[src/rtl/shift_reg_seq.sv]
// Sequencer that drives mode/load_data/serial_out of an external shift register.
// Optional active-cycle counter on pwr_cnt is built only when SHIFT_SEQ_PWR_CNT_EN is defined.
module shift_reg_seq #(
  parameter int DATA_W = 4
) (
  input  logic              CLK,
  input  logic              ENB_L,
  input  logic              req_valid,
  input  logic [1:0]        req_op,
  input  logic [2:0]        req_count,
  input  logic [DATA_W-1:0] req_data,
  input  logic              req_serial,
  input  logic              abort,
  output logic              req_ready,
  output logic [1:0]        mode,
  output logic [DATA_W-1:0] load_data,
  output logic              serial_out,
  output logic              busy,
  output logic              done,
  output logic [7:0]        pwr_cnt
);

  localparam logic [1:0] IDLE  = 2'd0;
  localparam logic [1:0] LOAD  = 2'd1;
  localparam logic [1:0] SHIFT = 2'd2;
  localparam logic [1:0] DONE  = 2'd3;

  localparam logic [1:0] OP_HOLD = 2'b00;
  localparam logic [1:0] OP_LOAD = 2'b11;

  logic [1:0]        state;
  logic [1:0]        state_nxt;
  logic [2:0]        rem;
  logic [2:0]        rem_nxt;
  logic [1:0]        op_q;
  logic [1:0]        op_nxt;
  logic [1:0]        mode_nxt;
  logic [DATA_W-1:0] load_data_nxt;
  logic              serial_nxt;
  logic              accept;

  assign req_ready = (state == IDLE) & ~abort;
  assign accept    = req_valid & req_ready;
  assign op_nxt    = accept ? req_op : op_q;

  always_comb begin
    state_nxt = state;
    case (state)
      IDLE: begin
        if (accept) begin
          if (req_op == OP_LOAD)
            state_nxt = LOAD;
          else if ((req_op != OP_HOLD) && (req_count != 3'd0))
            state_nxt = SHIFT;
          else
            state_nxt = DONE;
        end
      end
      LOAD:    state_nxt = abort ? IDLE : DONE;
      SHIFT:   state_nxt = abort ? IDLE : ((rem == 3'd1) ? DONE : SHIFT);
      default: state_nxt = IDLE;
    endcase
  end

  // Outputs are registered, so their next values are derived from the next state.
  // At the accept edge the captured fields come straight from the req_* inputs.
  always_comb begin
    mode_nxt      = OP_HOLD;
    load_data_nxt = load_data;
    serial_nxt    = serial_out;
    rem_nxt       = 3'd0;
    case (state_nxt)
      LOAD: begin
        mode_nxt      = OP_LOAD;
        load_data_nxt = accept ? req_data : load_data;
      end
      SHIFT: begin
        mode_nxt   = op_nxt;
        serial_nxt = accept ? req_serial : serial_out;
        rem_nxt    = accept ? req_count : (rem - 3'd1);
      end
      default: begin
        mode_nxt = OP_HOLD;
      end
    endcase
  end

  always_ff @(posedge CLK or negedge ENB_L) begin
    if (!ENB_L) begin
      state      <= IDLE;
      rem        <= 3'd0;
      op_q       <= OP_HOLD;
      mode       <= OP_HOLD;
      load_data  <= '0;
      serial_out <= 1'b0;
      busy       <= 1'b0;
      done       <= 1'b0;
    end else begin
      state      <= state_nxt;
      rem        <= rem_nxt;
      op_q       <= op_nxt;
      mode       <= mode_nxt;
      load_data  <= load_data_nxt;
      serial_out <= serial_nxt;
      busy       <= (state_nxt == LOAD) || (state_nxt == SHIFT);
      done       <= (state_nxt == DONE);
    end
  end

`ifdef SHIFT_SEQ_PWR_CNT_EN
  logic [7:0] pwr_q;

  // Counts edges on which the register is being driven with a non-hold mode.
  always_ff @(posedge CLK or negedge ENB_L) begin
    if (!ENB_L)
      pwr_q <= 8'd0;
    else if ((mode != OP_HOLD) && (pwr_q != 8'hFF))
      pwr_q <= pwr_q + 8'd1;
  end

  assign pwr_cnt = pwr_q;
`else
  assign pwr_cnt = 8'd0;
`endif

endmodule

[config.mk]
export PLATFORM = sky130hd
export DESIGN_NAME = shift_reg_seq
export DESIGN_NICKNAME = d
export VERILOG_FILES = /design/src/rtl/shift_reg_seq.sv
export SDC_FILE = /design/constraint.sdc
export NUM_CORES = 1
export LEC_CHECK = 0
export BUFFER_PORTS_ARGS = -buffer_cell sky130_fd_sc_hd__clkbuf_2
export CAP_MARGIN = 30
export CORE_UTILIZATION = 23
export CTS_CLUSTER_SIZE = 16
export DETAILED_ROUTE_END_ITERATION = 7
export PLACE_DENSITY = 0.54
export SKIP_CTS_REPAIR_TIMING = 1
export SLEW_MARGIN = 10
export SYNTH_ARGS = -nofsm -noshare
export SYNTH_HDL_FRONTEND = slang
export SYNTH_SLANG_ARGS = --single-unit
[constraint.sdc]
create_clock -name CLK -period 1.7 [get_ports CLK]
set_input_delay 0.085 -clock CLK [delete_from_list [all_inputs] [get_ports CLK]]
set_output_delay 0.085 -clock CLK [all_outputs]
set_load 0.01 [all_outputs]
Word-level counts from Yosys, hierarchy flattened:

Index checks and enable logic that the tools add are counted.

* register bits: 16
* bits in latches: 0
* bits in writable memories: 0
* ROM bits: 0
* bits of input ports: 14
* output and inout port bits: 18
* memories kept: 0

* add/subtract/negate cells: 1
* multiply operators: 0
* div/mod/pow operators: 0
* $lt $le $gt $ge: 0
* equality and inequality tests: 7
* shift-type cells: 0
* mux-type cells: 11
* bitwise logic cells: 3
* reductions and logical operators: 7

Operator list (number)
* 2-to-1 mux 2 bit: 5
* == test 2 bit, second input constant: 4
* 2-to-1 mux 3 bit: 2
* one-hot mux 2 bit (3 select lines): 1
* == test 2 x 1 -> 1 bit, second input constant: 2
* one-hot mux 2 bit (2 select lines): 1
* AND reduction 2 bit: 2
* == test 3 x 1 -> 1 bit, second input constant: 1
* nonzero test 3 bit: 1
* subtractor 3 x 1 -> 3 bit, second input constant: 1
* AND 1 bit: 2
* logical NOT 2 bit: 1
* 2-to-1 mux 1 bit: 2
* nonzero test 2 bit: 1
* logical AND 1 bit: 1
* logical OR 1 bit: 1
* inverter 1 bit: 1

Depth between registers and ports, before layout:

* word-level depth: 8
* depth in mapped cells: 9
* mapped depth without buffers: 9

Worst setup path after synthesis:

OpenSTA, ideal clock, no wires.

* kind: flip-flop to flip-flop
* start point: reg state[0]
* end point: reg serial_out
* setup time: 0.127 ns
* data arrival time: 1.609 ns
* path slack: -0.036 ns
* cell stages (with the launch flop): 7
* period minus slack after synthesis: 1.736 ns
* cell sequence: dfrtp_1 a211oi_1 a211oi_1 ha_1 clkbuf_1 nand2_1 mux2_1

* cells in the longest elaborated chain, start to end: 7
* elaborated cells on any way between the ends: 9
* classes of those cells: eq/ne: 3; mux: 2; bitwise: 2; reduce/logical: 2

Ends and longest elaborated chain
* from (decl): line 31 `logic [1:0] state;`
* from (signal assigned): line 99 `state <= state_nxt;`
* logical NOT 2 bit: line 42, 48
* AND 1 bit: line 42 `assign req_ready = (state == IDLE) & ~abort;`
* AND 1 bit: line 43 `assign accept = req_valid & req_ready;`
* 2-to-1 mux 2 bit: line 50 `if (accept) begin`
* one-hot mux 2 bit (3 select lines) (*): line 48 `case (state)`
* net state_nxt[1]: line 32 `logic [1:0] state_nxt;`
* == test 2 bit (*): line 72 `case (state_nxt)`
* AND reduction 2 bit (no line) (*)
* to (signal assigned): line 104 `serial_out <= serial_nxt;`
* to (decl): line 17 `output logic serial_out,`

Mark *: on every way through the listed nets, which the timed path passes. The rest lies on a longest branch.
A chain may end at the register's enable or synchronous reset.

Worst setup path after layout:

* start point: reg rem[1]
* end point: reg load_data[3]

* cells in the longest elaborated chain, start to end: 6

Ends and longest elaborated chain
* from (decl): line 33 `logic [2:0] rem;`
* from (signal assigned): line 100 `rem <= rem_nxt;`
* == test 3 x 1 -> 1 bit: line 60 `SHIFT: state_nxt = abort ? IDLE : ((rem == 3'd1) ? DONE : SHIFT);`
* 2-to-1 mux 1 bit: line 60
* 2-to-1 mux 2 bit: line 60
* one-hot mux 2 bit (3 select lines): line 48
* net state_nxt[0]: line 32
* == test 2 x 1 -> 1 bit: line 72
* AND reduction 2 bit (no line)
* to (signal assigned): line 103 `load_data <= load_data_nxt;`
* to (decl): line 16 `output logic [DATA_W-1:0] load_data,`

The timed path passes the listed nets, and every way through them passes these cells.

==> metrics.csv <==
metric,value,unit
antenna_cells,0,
path_max_fanout,4,
cts_root_buf,clkbuf_8,
fmax,582.9,MHz
p_leak,0.6410,nW
max_stage_delay,370,ps
overflow,0,
ys_ff_latch,16,
wire_per_inst,11.53,um
worstSetupPathType,reg -> reg,
ant_nets,0,
critPathBufInv,1,
r2r_setup_slack,-20,ps
worstSetupEndpoint,load_data[3],
hold_violations,0,
route.vias.total,673,
gp_congestion,0.7324,
maxCapViolCount,0,
maxSlewViolCount,0,
path_depth,8,
cts.sinks,16,
wl,1.856,mm
routed_via_density,4.180,
synthArstFlopShare,1.000,
ir_worst_vdd,0.3115,mV
grt_util_met3,0.02899,
port_buffers,23,
fp.dieW,63.45,um
finalSetupViolCount,5,
placed_cells,153,
start_util,0.2504,
rr_startpoint,rem[1],
grt_pass1_vias,614,
nNetsFinal,135,
grt_pass1_wl,2.697,mm
avgSynthCellArea,11.13,sq um
post_synth_inst_count,78,
firstDrtPassIters,5,
tritoncts,done,
path_cells,inv_2 > ha_4 > nand4bb_1 > a21oi_2 > a31o_1 > ha_2 > nand2_4 > mux2_4,
die_h,63.45,um
setup.worst_path.start_class,register,
cts.clk_slew.worst_paths,70,ps
cp_top_family,flip-flops,
synth_area,868.3,sq um
syn2layout_area_growth,40.06,%
clock_latency,250,ps
synth_edf_count,0,
cp-end-kind,register,
row_count,21,
dp_hpwl,1.363,mm
power_density,1089,nW/um^2
grt.busiest_layer,met2,
first_iter_violations,30,
critPathLaunch,rem[1],
hold_ws,74.03,ps
status,finished with violations,
fin_worst_skew,6.374,ps
synth.distinct_cells,26,
instances_no_fill,161,
cts_buffer_depth,2,
synth_flop_cell,dfrtp_1,
synth_seq_area_share,0.4611,
cp_data_arrival_time,1840,ps
post_dp_cell_area,1061,sq um
grt_use_met2,0.1316,
antenna_found_initial,0,
dieArea,4025,sq um
fin_crit,1716,ps
slowest_stage,dfrtp_1,
drc,0,
drive_gt1_frac,0.5130,
use_met1,0.1146,
min_path_type,in -> reg,
worstRegToRegCells,8,
cts_made_buffers,3,
period_share,1.009,
grt_max_degree,17,
fin_ws,-15.56,ps
finalInstanceArea,1216,sq um
worstReg2RegEnd,load_data[3],
grt_usage,0.08755,
rsz0062_at_grt,yes,
required,1830,ps
violations,negative setup slack,
fp.coreArea,3468,sq um
ios,32,
ys.warnings.count,0,
htreeDepth,1,
==> flip-flops by register name, indices dropped and copies added, names as in the netlist <==
name and count:
mode 2, load_data 4, op_q 2, done 1
busy 1, serial_out 1, rem 3, state 2
==> stage by stage <==
| step | setup slack (ps) | utilization | setup TNS [ps] | total power [W] |
|---|---|---|---|---|
| finish | -15.56 | 0.3506 | -57.66 | 0.001324 |
| global route | -91.84 | 0.3506 | -418.5 | 0.001410 |
| CTS | -102.4 | 0.3218 | -402.4 | 0.001246 |
| detailed placement | -83.64 | 0.3059 | -308.6 | 0.0009105 |
| global placement | -26.51 | 0.3059 | -104.1 | 0.0008953 |
| floorplan | 0.3899 | - | 0 | 0.0007536 |
==> routing by layer <==
metal / vias to the layer above / wire length [um] / share of wire
met3: 2 / 84 / 0.045
met5: - / 0 / 0
met4: 0 / 19 / 0.010
met2: 21 / 897 / 0.48
li1: 331 / - / -
met1: 319 / 855 / 0.46
==> kinds of logic after synthesis <==
family / after synthesis / share of synthesized area
AND/OR/NAND/NOR: 24 / 0.1599
adder cells (fa/ha/maj): 5 / 0.07205
XOR/XNOR: 1 / 0.01009
flip-flops: 16 / 0.4611
multiplexers: 5 / 0.06484
AO/OA/AOI/OAI: 12 / 0.1153
other: 1 / 0.004319
buffers and inverters: 14 / 0.1124
==> worst min-delay path by stage <==
stage | slack, ps | depth (start not counted) | startpoint | endpoint
after global placement | 20 | 1 | ENB_L | serial_out
after global routing | 70 | 2 | req_data[3] | load_data[3]
after CTS | -240 | 1 | ENB_L | op_q[0]
final | 70 | 2 | req_data[0] | load_data[0]
after floorplan | -210 | 0 | ENB_L | busy
after detailed placement | 30 | 1 | ENB_L | serial_out
==> Yosys cell counts (2+ instances only) <==
cell type  count  area [sq um]
nand2_1       15         56.30
a211oi_1       2         15.01
inv_1          3         11.26
mux2_1         5         56.30
ha_1           5         62.56
buf_6          2         22.52
buf_4          8         60.06
o311ai_1       2         17.52
nand4_1        2         12.51
o211a_1        3         30.03
dfrtp_1       16         400.4
==> cells in the final DEF, fill, tap and decap left out, types with 2 or more instances in the layout <==
cell type	count
inv_2	2
ha_1	2
ha_2	2
o211a_1	3
nand2_2	2
mux2_4	5
dfrtp_1	16
nand2_1	12
buf_4	13
conb_1	8
nand4_1	2
clkbuf_2	23
o311ai_2	2
clkbuf_8	4
==> final cells by class <==
cell class / count / area (sq um)
Multi-Input combinational cell: 55 / 469.2
Sequential cell: 16 / 400.4
Timing Repair Buffer: 37 / 222.7
Clock buffer: 4 / 55.05
Tap cell: 46 / 57.56
Inverter: 3 / 11.26
Fill cell: 365 / 2252
==> report_power, final <==
| part | total, W | internal (W) | switching [W] |
|---|---|---|---|
| clock network | 0.000334 | 0.000205 | 0.000129 |
| registers | 0.000531 | 0.000476 | 0.0000550 |
| logic | 0.000459 | 0.000245 | 0.000214 |
| total | 0.00132 | 0.000927 | 0.000397 |
(Power assumes the default switching activity.)
